[config.mk]
export PLATFORM = sky130hd
export DESIGN_NAME = alu_issue_stage_flat
export DESIGN_NICKNAME = d
export VERILOG_FILES = /design/src/rtl/alu_pkg.sv /design/src/rtl/alu_issue_stage_if.sv /design/src/rtl/alu_ctrl_dec.sv /design/src/rtl/alu_issue_stage.sv /design/src/flat_wrapper.sv
export SDC_FILE = /design/constraint.sdc
export NUM_CORES = 1
export LEC_CHECK = 0
export BUFFER_PORTS_ARGS = -buffer_cell sky130_fd_sc_hd__buf_2
export CORE_AREA = 2 2 94 114
export CTS_BUF_LIST = sky130_fd_sc_hd__clkbuf_8
export CTS_CLUSTER_DIAMETER = 30
export CTS_CLUSTER_SIZE = 10
export DETAILED_ROUTE_END_ITERATION = 10
export DIE_AREA = 0 0 96 116
export GPL_ROUTABILITY_DRIVEN = 0
export GPL_TIMING_DRIVEN = 0
export PLACE_DENSITY = 0.88
export REMOVE_ABC_BUFFERS = 1
export SLEW_MARGIN = 10
export SYNTH_ARGS = -nofsm -noshare
export SYNTH_HDL_FRONTEND = slang
export SYNTH_SLANG_ARGS = --single-unit
[constraint.sdc]
create_clock -name clk -period 4.85 [get_ports clk]
set_input_delay 0.7275 -clock clk [delete_from_list [all_inputs] [get_ports clk]]
set_output_delay 0.7275 -clock clk [all_outputs]
set_load 0.005 [all_outputs]
[src/rtl/alu_pkg.sv]
// Shared ALU definitions: ALUctr codes, MIPS opcode/funct constants, issue bundle.
// Used by the issue stage and the ALU.
// Pure definitions; no logic, no timing.
package alu_pkg;

    // ALU control codes; BEQ exists for completeness but the ALU does not act on it
    localparam logic [2:0] ALU_ADDU = 3'b000;
    localparam logic [2:0] ALU_SUBU = 3'b001;
    localparam logic [2:0] ALU_ORI  = 3'b010;
    localparam logic [2:0] ALU_LW   = 3'b011;
    localparam logic [2:0] ALU_SW   = 3'b100;
    localparam logic [2:0] ALU_BEQ  = 3'b101;
    localparam logic [2:0] ALU_LUI  = 3'b110;

    localparam logic [5:0] OP_R   = 6'h00;
    localparam logic [5:0] OP_ORI = 6'h0D;
    localparam logic [5:0] OP_LW  = 6'h23;
    localparam logic [5:0] OP_SW  = 6'h2B;
    localparam logic [5:0] OP_BEQ = 6'h04;
    localparam logic [5:0] OP_LUI = 6'h0F;

    localparam logic [5:0] FN_ADDU = 6'h21;
    localparam logic [5:0] FN_SUBU = 6'h23;

    // Everything the EX stage needs for one instruction
    typedef struct packed {
        logic        valid;
        logic [2:0]  alu_ctr;
        logic [31:0] a;
        logic [31:0] b;
        logic [31:0] store_data;
        logic [4:0]  dst;
        logic        regwrite;
        logic        memread;
        logic        memwrite;
        logic        branch;
    } issue_t;

    localparam issue_t ISSUE_BUBBLE = '0;

endpackage

[src/rtl/alu_issue_stage_if.sv]
// ID-side inputs and EX-side outputs of the ALU issue stage.
// master = issue stage (drives EX bundle), slave = environment / EX stage.
// Stall/flush flow upstream-in; hazard_stall flows back to IF/ID.
interface alu_issue_stage_if;
    logic        id_valid;
    logic [31:0] id_instr;
    logic [31:0] id_rs_data;
    logic [31:0] id_rt_data;
    logic        stall;
    logic        flush;

    logic        hazard_stall;
    logic        ex_valid;
    logic [2:0]  ex_ALUctr;
    logic [31:0] ex_A;
    logic [31:0] ex_B;
    logic [31:0] ex_store_data;
    logic [4:0]  ex_dst;
    logic        ex_regwrite;
    logic        ex_memread;
    logic        ex_memwrite;
    logic        ex_branch;
    logic        ex_illegal;

    modport master (
        input  id_valid, id_instr, id_rs_data, id_rt_data, stall, flush,
        output hazard_stall, ex_valid, ex_ALUctr, ex_A, ex_B, ex_store_data,
               ex_dst, ex_regwrite, ex_memread, ex_memwrite, ex_branch, ex_illegal
    );

    modport slave (
        output id_valid, id_instr, id_rs_data, id_rt_data, stall, flush,
        input  hazard_stall, ex_valid, ex_ALUctr, ex_A, ex_B, ex_store_data,
               ex_dst, ex_regwrite, ex_memread, ex_memwrite, ex_branch, ex_illegal
    );
endinterface

[src/rtl/alu_ctrl_dec.sv]
// Instruction decoder: instr -> ALUctr, operand pair, flags, dst, rt_used, illegal.
// Latency: purely combinational.
// Backpressure: none; the caller decides whether the result is loaded.
module alu_ctrl_dec
    import alu_pkg::*;
(
    input  logic        id_valid,
    input  logic [31:0] instr,
    input  logic [31:0] rs_data,
    input  logic [31:0] rt_data,
    output issue_t      dec,
    output logic        rt_used,
    output logic        illegal
);
    logic [5:0]  opcode;
    logic [5:0]  funct;
    logic [4:0]  rt;
    logic [4:0]  rd;
    logic [15:0] imm;
    issue_t      op_d;
    logic        known;

    assign opcode = instr[31:26];
    assign funct  = instr[5:0];
    assign rt     = instr[20:16];
    assign rd     = instr[15:11];
    assign imm    = instr[15:0];

    // Decode the opcode/funct into the EX bundle; unknown or absent instructions become a bubble
    always_comb begin
        op_d    = ISSUE_BUBBLE;
        known   = 1'b0;
        rt_used = 1'b0;
        op_d.a  = rs_data;
        case (opcode)
            OP_R: begin
                rt_used = 1'b1;
                if (funct == FN_ADDU || funct == FN_SUBU) begin
                    known         = 1'b1;
                    op_d.alu_ctr  = (funct == FN_ADDU) ? ALU_ADDU : ALU_SUBU;
                    op_d.b        = rt_data;
                    op_d.dst      = rd;
                    op_d.regwrite = 1'b1;
                end
            end
            OP_ORI: begin
                known         = 1'b1;
                op_d.alu_ctr  = ALU_ORI;
                op_d.b        = {16'h0, imm};
                op_d.dst      = rt;
                op_d.regwrite = 1'b1;
            end
            OP_LW: begin
                known         = 1'b1;
                op_d.alu_ctr  = ALU_LW;
                op_d.b        = {{16{imm[15]}}, imm};
                op_d.dst      = rt;
                op_d.memread  = 1'b1;
                op_d.regwrite = 1'b1;
            end
            OP_SW: begin
                rt_used         = 1'b1;
                known           = 1'b1;
                op_d.alu_ctr    = ALU_SW;
                op_d.b          = {{16{imm[15]}}, imm};
                op_d.store_data = rt_data;
                op_d.memwrite   = 1'b1;
            end
            OP_BEQ: begin
                // EX tests the SUBU result for zero; the ALU has no dedicated branch op
                rt_used      = 1'b1;
                known        = 1'b1;
                op_d.alu_ctr = ALU_SUBU;
                op_d.b       = rt_data;
                op_d.branch  = 1'b1;
            end
            OP_LUI: begin
                known         = 1'b1;
                op_d.alu_ctr  = ALU_LUI;
                op_d.b        = {imm, 16'h0};
                op_d.dst      = rt;
                op_d.regwrite = 1'b1;
            end
            default: ;
        endcase
        op_d.valid = 1'b1;
        if (op_d.dst == 5'd0) begin
            op_d.regwrite = 1'b0;
        end
        dec     = (id_valid && known) ? op_d : ISSUE_BUBBLE;
        // An all-zero word is the canonical nop, never an illegal instruction
        illegal = id_valid && !known && (instr != 32'd0);
    end
endmodule

[src/rtl/alu_issue_stage.sv]
// ID->EX issue stage: decode, load-use hazard detection, ID/EX pipeline register.
// Latency: 1 cycle ID to EX; hazard_stall is combinational.
// Backpressure: stall holds the EX register, flush/hazard insert a bubble (flush > stall > hazard).
module alu_issue_stage
    import alu_pkg::*;
(
    input  logic              clk,
    input  logic              rst_n,
    alu_issue_stage_if.master io
);
    issue_t dec;
    logic   dec_rt_used;
    logic   dec_illegal;
    issue_t ex_d;
    issue_t ex_q;
    logic   illegal_d;
    logic   illegal_q;
    logic   hazard;

    alu_ctrl_dec u_dec (
        .id_valid (io.id_valid),
        .instr    (io.id_instr),
        .rs_data  (io.id_rs_data),
        .rt_data  (io.id_rt_data),
        .dec      (dec),
        .rt_used  (dec_rt_used),
        .illegal  (dec_illegal)
    );

    // Load-use compare against the EX register; deliberately independent of stall/flush
    always_comb begin
        hazard = io.id_valid && ex_q.valid && ex_q.memread && (ex_q.dst != 5'd0) &&
                 ((ex_q.dst == io.id_instr[25:21]) ||
                  (dec_rt_used && (ex_q.dst == io.id_instr[20:16])));
    end

    // Next EX register value by priority; the illegal pulse only fires on an actual load
    always_comb begin
        ex_d      = ex_q;
        illegal_d = 1'b0;
        if (io.flush) begin
            ex_d = ISSUE_BUBBLE;
        end else if (io.stall) begin
            ex_d = ex_q;
        end else if (hazard) begin
            ex_d = ISSUE_BUBBLE;
        end else begin
            ex_d      = dec;
            illegal_d = dec_illegal;
        end
    end

    // ID/EX pipeline register
    always_ff @(posedge clk or negedge rst_n) begin
        if (!rst_n) begin
            ex_q      <= ISSUE_BUBBLE;
            illegal_q <= 1'b0;
        end else begin
            ex_q      <= ex_d;
            illegal_q <= illegal_d;
        end
    end

    assign io.hazard_stall  = hazard;
    assign io.ex_valid      = ex_q.valid;
    assign io.ex_ALUctr     = ex_q.alu_ctr;
    assign io.ex_A          = ex_q.a;
    assign io.ex_B          = ex_q.b;
    assign io.ex_store_data = ex_q.store_data;
    assign io.ex_dst        = ex_q.dst;
    assign io.ex_regwrite   = ex_q.regwrite;
    assign io.ex_memread    = ex_q.memread;
    assign io.ex_memwrite   = ex_q.memwrite;
    assign io.ex_branch     = ex_q.branch;
    assign io.ex_illegal    = illegal_q;
endmodule

[src/flat_wrapper.sv]
// flat-port wrapper written by rule: the top's interface ports become plain ports
module alu_issue_stage_flat import alu_pkg::*;
  (clk, rst_n, io_id_valid, io_id_instr, io_id_rs_data, io_id_rt_data, io_stall, io_flush, io_hazard_stall, io_ex_valid, io_ex_ALUctr, io_ex_A, io_ex_B, io_ex_store_data, io_ex_dst, io_ex_regwrite, io_ex_memread, io_ex_memwrite, io_ex_branch, io_ex_illegal);
  alu_issue_stage_if io_i ();
  input  logic clk;
  input  logic rst_n;
  input wire logic [$bits(io_i.id_valid)-1:0] io_id_valid;
  input wire logic [$bits(io_i.id_instr)-1:0] io_id_instr;
  input wire logic [$bits(io_i.id_rs_data)-1:0] io_id_rs_data;
  input wire logic [$bits(io_i.id_rt_data)-1:0] io_id_rt_data;
  input wire logic [$bits(io_i.stall)-1:0] io_stall;
  input wire logic [$bits(io_i.flush)-1:0] io_flush;
  output wire logic [$bits(io_i.hazard_stall)-1:0] io_hazard_stall;
  output wire logic [$bits(io_i.ex_valid)-1:0] io_ex_valid;
  output wire logic [$bits(io_i.ex_ALUctr)-1:0] io_ex_ALUctr;
  output wire logic [$bits(io_i.ex_A)-1:0] io_ex_A;
  output wire logic [$bits(io_i.ex_B)-1:0] io_ex_B;
  output wire logic [$bits(io_i.ex_store_data)-1:0] io_ex_store_data;
  output wire logic [$bits(io_i.ex_dst)-1:0] io_ex_dst;
  output wire logic [$bits(io_i.ex_regwrite)-1:0] io_ex_regwrite;
  output wire logic [$bits(io_i.ex_memread)-1:0] io_ex_memread;
  output wire logic [$bits(io_i.ex_memwrite)-1:0] io_ex_memwrite;
  output wire logic [$bits(io_i.ex_branch)-1:0] io_ex_branch;
  output wire logic [$bits(io_i.ex_illegal)-1:0] io_ex_illegal;
  assign io_i.id_valid = io_id_valid;
  assign io_i.id_instr = io_id_instr;
  assign io_i.id_rs_data = io_id_rs_data;
  assign io_i.id_rt_data = io_id_rt_data;
  assign io_i.stall = io_stall;
  assign io_i.flush = io_flush;
  assign io_hazard_stall = io_i.hazard_stall;
  assign io_ex_valid = io_i.ex_valid;
  assign io_ex_ALUctr = io_i.ex_ALUctr;
  assign io_ex_A = io_i.ex_A;
  assign io_ex_B = io_i.ex_B;
  assign io_ex_store_data = io_i.ex_store_data;
  assign io_ex_dst = io_i.ex_dst;
  assign io_ex_regwrite = io_i.ex_regwrite;
  assign io_ex_memread = io_i.ex_memread;
  assign io_ex_memwrite = io_i.ex_memwrite;
  assign io_ex_branch = io_i.ex_branch;
  assign io_ex_illegal = io_i.ex_illegal;
  alu_issue_stage u_core (.clk(clk), .rst_n(rst_n), .io(io_i));
endmodule
### After elaboration in Yosys (flattened, before gate mapping)

Cells that the tools add are included.
W data, S select, Z words.

| storage, ports and cells | value |
|---|---|
| input bits | 101 |
| logic and storage cells | 62 |
| bits in registers | 110 |
| output and inout port bits | 111 |

| operators by class | value |
|---|---|
| eq/ne operators | 10 |
| reduce and logical (&&, ||, !) cells | 19 |
| muxes and demuxes | 22 |

Operators with widths:

| cell | number |
|---|---|
| $mux W109 | 4 |
| $pmux W32 S5 | 1 |
| $mux W32 | 2 |
| $reduce_bool A32 Y1 | 1 |
| $eq A6 B6 Y1 const B | 4 |
| $pmux W3 S6 | 1 |
| $eq A6 B4 Y1 const B | 2 |
| $pmux W6 S2 | 1 |
| $mux W1 | 11 |
| $eq A5 B5 Y1 | 2 |
| $logic_and A1 B1 Y1 | 8 |
| $eq A6 B3 Y1 const B | 1 |
| $logic_not A6 Y1 | 1 |
| $mux W6 | 1 |
| $reduce_or A3 Y1 | 2 |
| $logic_not A5 Y1 | 1 |
| $reduce_bool A5 Y1 | 1 |
| $reduce_or A5 Y1 | 1 |
| $logic_or A1 B1 Y1 | 2 |
| $ne A2 B1 Y1 const B | 1 |
| $pmux W1 S2 | 1 |
| $reduce_or A2 Y1 | 1 |
| $logic_not A1 Y1 | 1 |

### Depth between registers and ports, before layout

Gate-level depths: netlist (run 1).

| logic depth | value |
|---|---|
| depth after elaboration | 10 |
| depth in mapped cells | 8 |
| gate-level depth less buffers | 5 |

### Hierarchy

From an unflattened synthesis (run 1), not the netlist that was laid out.

| second synthesis, totals | value |
|---|---|
| cell total of the unflattened synthesis | 887 |
| area, all modules | 7686.1 µm² |

By module, submodules not included:

| module | area each (µm²) | cells an instance | sequential area each (µm²) | times used |
|---|---|---|---|---|
| alu_issue_stage | 6353.6 | 664 | 2752.6 | 1 |
| alu_ctrl_dec | 1332.5 | 223 | 0.0 | 1 |

### Worst setup path before layout (run 1)

No wires, ideal clock.

| timing | value |
|---|---|
| kind | input-to-output |
| from | input io_id_instr[28] |
| to | output io_hazard_stall |
| path slack | 2132 ps |
| path buffers | 1 |
| arrival time | 1990 ps |
| data required time | 4123 ps |
| stages | 5 |
| cell sequence | clkbuf_1 -> and3b_1 -> nand3_1 -> a2111oi_4 -> or2_2 |

| on the way | value |
|---|---|
| word-level cells in the longest chain between the ends | 6 |
| elaborated cells between the ends (all ways) | 8 |
| classes of those cells | eq/ne: 2; mux: 1; reduce/logical: 5 |

Ends and longest elaborated chain:

| what | line | RTL |
|---|---|---|
| start, declared | flat_wrapper.sv:8 | `input wire logic [$bits(io_i.id_instr)-1:0] io_id_instr;` |
| $eq A6 B3 Y1 (tied with other cells) | alu_ctrl_dec.sv:35 | `case (opcode)` |
| $reduce_or A3 Y1 (no source line) * | -- |  |
| $mux W1 * | alu_ctrl_dec.sv:35 |  |
| $logic_and A1 B1 Y1 * | alu_issue_stage.sv:34 | `(dec_rt_used && (ex_q.dst == io.id_instr[20:16])));` |
| $logic_or A1 B1 Y1 * | alu_issue_stage.sv:33 | `((ex_q.dst == io.id_instr[25:21]) \|\|` |
| $logic_and A1 B1 Y1 * | alu_issue_stage.sv:32 | `hazard = io.id_valid && ex_q.valid && ex_q.memread && (ex_q.dst != 5'd0) &&` |
| end, declared | flat_wrapper.sv:13 | `output wire logic [$bits(io_i.hazard_stall)-1:0] io_hazard_stall;` |

Every way passes the cells marked *; elsewhere a longest branch is shown, timed or not.

### Final worst setup path (run 1)

| timing | value |
|---|---|
| from | input io_id_instr[29] |
| to | output io_hazard_stall |

Same word-level chain as after synthesis.

==> results.yml, run 1 <==
grt:
  grtUsageTotal: 0.256
  grt_pass1_wl_um: 21800
  grt_max_degree: 71
  antenna_found_initial: 0
  grt_pass1_vias: 4298
  gr-total-overflow: 0
floorplanning:
  dieHeight_um: 116
  initial_core_util: 0.490
  core_mm2: 0.00996
  pin_count: 212
  die_x_um: 96
  fp.dieArea_mm2: 0.0111
  num_rows: 40
run:
  maxCapViolCount: 0
detailed_routing:
  viasPerCell: 5.88
  detail_route.wirelength_um: 14300
  ant_nets: 0
  vias: 4305
  drtIter0Drc: 280
  wl_per_cell_um: 19.5
  route.detailed.drc: 0
  drtPass1Iterations: 5
pwr:
  vdd_drop_max_v: 0.000131
  intPower_uw: 1210
  p_seq_frac: 0.570
  power_uw: 1620
  clkPwrFrac: 0.340
  leakagePower_uw: 0.00324
  p_sw_uw: 409
  p_comb_frac: 0.090
  p_sw_frac: 0.252
  powerDensity_mw_per_mm2: 260
sta:
  slew_violations: 0
  tns_ns: 0
  finalHoldViolCount: 0
  holdWs_ns: 0.240
  skew_ns: 0.0172
  final-setup-viol-count: 0
  slew_headroom: 0.332
  worst_slack_ns: 1.81
  grt_setup_unrepaired: "false"
  finalCritPeriodShare: 0.626
  worst_pin_slew_ns: 1.00
  max_freq_mhz: 329
  period_minus_slack_ns: 3.04
final_layout:
  finalInstanceArea_mm2: 0.00624
  synthToLayoutAreaGrowth_pct: 27.8
  antennaDiodeCount: 0
  drive_above_1_share: 0.474
  num-nets-final: 702
setup_path:
  crit_top_cell: "buf_2"
  reg2reg_depth: 6
  cpPeakStageDelay_ns: 0.57
  ff2ff_setup_slack_ns: 2.21
  required_ns: 4.12
  crit_cells: 5
  path_delay_family: "simple AND/OR/NAND/NOR gates"
  endpoint: "io_hazard_stall"
  timing.rr.start: "u_core.io.ex_dst[3]"
  worst-path-buf-inv: 2
  startpoint: "io_id_instr[29]"
  cp_data_arrival_time_ns: 2.31
  cp_slowest_cell: "or4_4"
  reg2reg_to: "u_core.io.ex_A[10]"
  crit_fanout: 8
  critPathCaptureType: "output port"
  cp-start-kind: "primary input"
  path_cells: "buf_2, or4_4, a2111oi_4, or2_2, buf_2"
  crit_type: "in -> out"
synth:
  synthFlopType: "dfrtp_1"
  synth_edf_count: 0
  avgSynthCellArea_um2: 12.1
  async_flop_share: 1.00
  ys_warn_count: 0
  yosysMostFrequentCell: "dfrtp_1"
  synth_area_leaders: "dfrtp_1 56%, a22o_1 12%, o21ai_2 7.0%, nand2_1 3.6%, a22oi_1 3.4%"
  synth_area_mm2: 0.00488
  synth_top_cell_by_area: "dfrtp_1"
  ys_seq_elements: 110
  yosysTopAreaCellShare: 0.564
  synth_common_cells: "110 x dfrtp_1, 65 x a22o_1, 47 x nand2_1"
  syn_inst: 404
  synth_cell_types: 41
  seq_area_frac_synth: 0.564
clocking:
  clk_pin_slew_ns: 0.11
  h-tree-depth: 3
  cts_root_buf: "clkbuf_8"
  clockBufferDepth: 2
  cts_setup_buffers: 0
  cts_hold_buf: 0
  clock_latency_ns: 0.37
  cts.sinks: 110
  cts_buffers: 9
  cts_tree: "done"
  post_cts_resized: 0
min_path:
  hold_path_class: "in -> async"
outcome:
  outcome: "finished, final reports clean"
placed_design:
  place_area_mm2: 0.00603
  pre_cts_ws_ns: 1.76
  place_hpwl_um: 10500
  portBuffers: 211
placed cells by master (no fill, tap or decap), drive strengths merged, types with 4 or more instances in the layout:
| cell type | count |
|---|---|
| a21oi | 6 |
| a221oi | 15 |
| a22o | 65 |
| a22oi | 22 |
| buf | 218 |
| clkbuf | 12 |
| dfrtp | 110 |
| nand2 | 47 |
| nand3 | 4 |
| nor2 | 11 |
| nor3 | 4 |
| nor4 | 4 |
| o21ai | 42 |
| xnor2 | 10 |
how the worst min path moves through the flow:
stage	from	cells past startpoint	slack (ns)	end
after detailed placement	u_core.io.ex_B[9]	2	0.46	u_core.io.ex_B[9]
after CTS	rst_n	1	0.25	u_core.io.ex_A[2]
final	rst_n	1	0.24	u_core.io.ex_A[2]
after floorplan	rst_n	0	0.43	u_core.io.ex_ALUctr[0]
after global routing	rst_n	1	0.26	u_core.io.ex_A[2]
after global placement	u_core.io.ex_memwrite	1	0.46	u_core.io.ex_memwrite
per-layer routing:
| metal | track usage | share of wire |
|---|---|---|
| met3 | 0.0410 | 0.082 |
| met1 | 0.307 | 0.37 |
| met5 | 0 | 0 |
| met4 | 0.0971 | 0.022 |
| met2 | 0.456 | 0.52 |
registers in the layout, indices dropped and copies added, names as in the netlist:
signal / cells
u_core.io.ex_ALUctr: 3
u_core.io.ex_B: 32
u_core.io.ex_A: 32
u_core.io.ex_regwrite: 1
u_core.io.ex_dst: 5
u_core.io.ex_illegal: 1
u_core.io.ex_memwrite: 1
u_core.io.ex_valid: 1
u_core.io.ex_memread: 1
u_core.io.ex_store_data: 32
u_core.io.ex_branch: 1
kinds of logic (layout without fill, tap and decap cells):
family / count (synthesis) / in the layout / synth area share
compound gates: 158 / 158 / 0.278
xor+xnor: 10 / 10 / 0.0180
simple gates: 93 / 93 / 0.0985
buf+inv: 33 / 235 / 0.0418
flops: 110 / 110 / 0.564
per-stage QoR:
step / std cells / util
CTS: 732 / 0.626
global route: 732 / 0.626
global placement: 709 / 0.592
finish: 732 / 0.626
detailed placement: 716 / 0.606
floorplan: 372 / -
power groups by stage:
stage | logic (µW) | registers (µW) | clock network [µW]
2_1_floorplan | 41.6 | 942 | 0
3_3_place_gp | 131 | 941 | 0
3_5_place_dp | 145 | 941 | 0
4_1_cts | 145 | 923 | 564
5_1_grt | 159 | 924 | 601
6_report | 145 | 923 | 551
layout make-up:
class                   count  area (µm²)
inverters                   1        3.75
repair buffers            218        1180
multi-input cells         261        1940
clock buffers              12         165
flip-flops and latches    110        2750
fillers                   792        3720
well taps                 126         158
clock inverters             4        36.3
Power figures use the tool's default switching activity.
==> run 2, diff against run 1 <==
--- a/config.mk
+++ b/config.mk
@@ -6,15 +6,15 @@
 export NUM_CORES = 1
 export LEC_CHECK = 0
 export BUFFER_PORTS_ARGS = -buffer_cell sky130_fd_sc_hd__buf_2
-export CORE_AREA = 2 2 94 114
+export CORE_AREA = 2 2 100 121
 export CTS_BUF_LIST = sky130_fd_sc_hd__clkbuf_8
 export CTS_CLUSTER_DIAMETER = 30
 export CTS_CLUSTER_SIZE = 10
 export DETAILED_ROUTE_END_ITERATION = 10
-export DIE_AREA = 0 0 96 116
+export DIE_AREA = 0 0 102 123
 export GPL_ROUTABILITY_DRIVEN = 0
 export GPL_TIMING_DRIVEN = 0
-export PLACE_DENSITY = 0.88
+export PLACE_DENSITY = 0.82
 export REMOVE_ABC_BUFFERS = 1
 export SLEW_MARGIN = 10
 export SYNTH_ARGS = -nofsm -noshare
==> constraint.sdc (replaced) <==
create_clock -name clk -period 2.6 [get_ports clk]
set_input_delay 0.39 -clock clk [delete_from_list [all_inputs] [get_ports clk]]
set_output_delay 0.39 -clock clk [all_outputs]
set_load 0.005 [all_outputs]
==> results.yml, run 2 (synthesis gave the netlist of run 1 again) <==
setup_path:
  critPathCaptureType: "output port"
  ff2ff_setup_slack_ns: 0.16
  required_ns: 2.21
  path_cells: "or4_4, o21ai_4, a2111oi_4, or2_2, buf_2"
  cp_data_arrival_time_ns: 2.14
  crit_type: "reg -> out"
  worst-path-buf-inv: 1
  path_delay_family: "simple AND/OR/NAND/NOR gates"
  crit_fanout: 5
  cp_slowest_cell: "or4_4"
  cp-start-kind: "flip-flop"
  cpPeakStageDelay_ns: 0.57
min_path:
  hold_path_class: "in -> reg"
final_layout:
  drive_above_1_share: 0.477
  final_cell_mix: "210 x buf_2, 110 x dfrtp_1, 65 x a22o_1, 47 x nand2_1, 39 x o21ai_2"
  fillerInstances: 1012
  synthToLayoutAreaGrowth_pct: 29.8
  num-nets-final: 708
  final_common_cell: "buf_2"
  antennaDiodeCount: 0
clocking:
  cts_tree: "done"
  cts.sinks: 110
  cts_buffers: 9
  clock_latency_ns: 0.36
  h-tree-depth: 3
  post_cts_resized: 0
  clockBufferDepth: 2
  cts_root_buf: "clkbuf_8"
  clk_pin_slew_ns: 0.12
grt:
  antenna_found_initial: 0
  grtUsageTotal: 0.229
  grt_pass1_wl_um: 22100
  gr-total-overflow: 0
  grt_pass1_vias: 4288
  grt_max_degree: 70
sta:
  finalCritPeriodShare: 0.974
  slew_violations: 0
  worst_pin_slew_ns: 0.885
  skew_ns: 0.0149
  grt_setup_unrepaired: "false"
  slew_headroom: 0.409
  period_minus_slack_ns: 2.53
  finalHoldViolCount: 0
  max_freq_mhz: 395
  final-setup-viol-count: 0
  worst_slack_ns: 0.0674
placed_design:
  place_hpwl_um: 10600
  portBuffers: 211
  pre_cts_ws_ns: -0.156
detailed_routing:
  vias: 4308
  ant_nets: 0
  drtPass1Iterations: 5
  route.detailed.drc: 0
  drtIter0Drc: 222
  viasPerCell: 5.60
  wl_per_cell_um: 18.8
  detail_route.wirelength_um: 14500
floorplanning:
  fp.dieArea_mm2: 0.0125
  pin_count: 212
  initial_core_util: 0.428
  core_mm2: 0.0114
  die_x_um: 102
  num_rows: 43
  dieHeight_um: 123
outcome:
  outcome: "finished, final reports clean"
pwr:
  powerDensity_mw_per_mm2: 487
  leakagePower_uw: 0.00327
  power_uw: 3090
  vdd_drop_max_v: 0.000252
run:
  maxCapViolCount: 0
## run 2: area by class of cell
cell class / instances / area [µm²] / share of cell area
Clock buffer: 9 / 124 / 0.0196
Clock inverter: 7 / 85.1 / 0.0134
Inverter: 1 / 3.75 / 0.000593
Multi-Input combinational cell: 261 / 1940 / 0.307
Sequential cell: 110 / 2750 / 0.435
Tap cell: 157 / 196 / 0.0310
Timing Repair Buffer: 224 / 1230 / 0.194
## run 2: what timing repair did
item | CTS | global route
pin swaps | 1 | 2
endpoints found under the hold margin | 41 | 0
buffers inserted | 4 | 0
hold buffers | 1 | 0
endpoints found under the setup margin | 5 | 43
## run 2: metrics by stage
| step | cell area [µm²] | TNS, ns | utilization | hold WS (ns) | cells |
|---|---|---|---|---|---|
| floorplan | 4680 | -203.73 | - | 0.0944 | 372 |
| global placement | 5930 | -394.82 | 0.520 | 0.456 | 740 |
| detailed placement | 6080 | -5.16 | 0.533 | 0.333 | 748 |
| CTS | 6330 | 0 | 0.555 | 0.197 | 769 |
| global route | 6330 | 0 | 0.555 | 0.195 | 769 |
| finish | 6330 | 0 | 0.555 | 0.228 | 769 |
## run 2: path summary, 6_finish.rpt
kind,endpoint,depth (start not counted),start
hold reg to reg,u_core.io.ex_B[26],2,u_core.io.ex_B[26]
setup / recovery,io_hazard_stall,5,u_core.io.ex_dst[0]
max in group asynchronous,u_core.io.ex_store_data[9],3,rst_n
setup reg to reg,u_core.io.ex_store_data[27],6,u_core.io.ex_dst[0]
hold / removal,u_core.io.ex_A[2],2,io_id_rs_data[2]
min in group asynchronous,u_core.io.ex_B[31],2,rst_n
## run 2: routing by layer
metal | global-route usage | wire [µm] | vias up
li1 | - | - | 1938
met1 | 0.266 | 5560 | 2149
met2 | 0.413 | 7570 | 203
met3 | 0.0577 | 1160 | 18
met4 | 0.0667 | 188 | 0
met5 | 0 | 0 | -
## run 2: worst reg2reg max path: cells and delay by family, from the launching register on
family                 cells  cell delay (ns)
AO/OA/AOI/OAI              3             0.45
buffers and inverters      1             0.27
flip-flops                 1             0.47
AND/OR/NAND/NOR            2             1.19
## run 2: power by group
part | switching (µW) | internal [µW] | total, µW | leakage, µW
logic | 172 | 102 | 274 | 0.00163
clock network | 620 | 469 | 1090 | 0.000107
registers | 4.44 | 1720 | 1720 | 0.00154
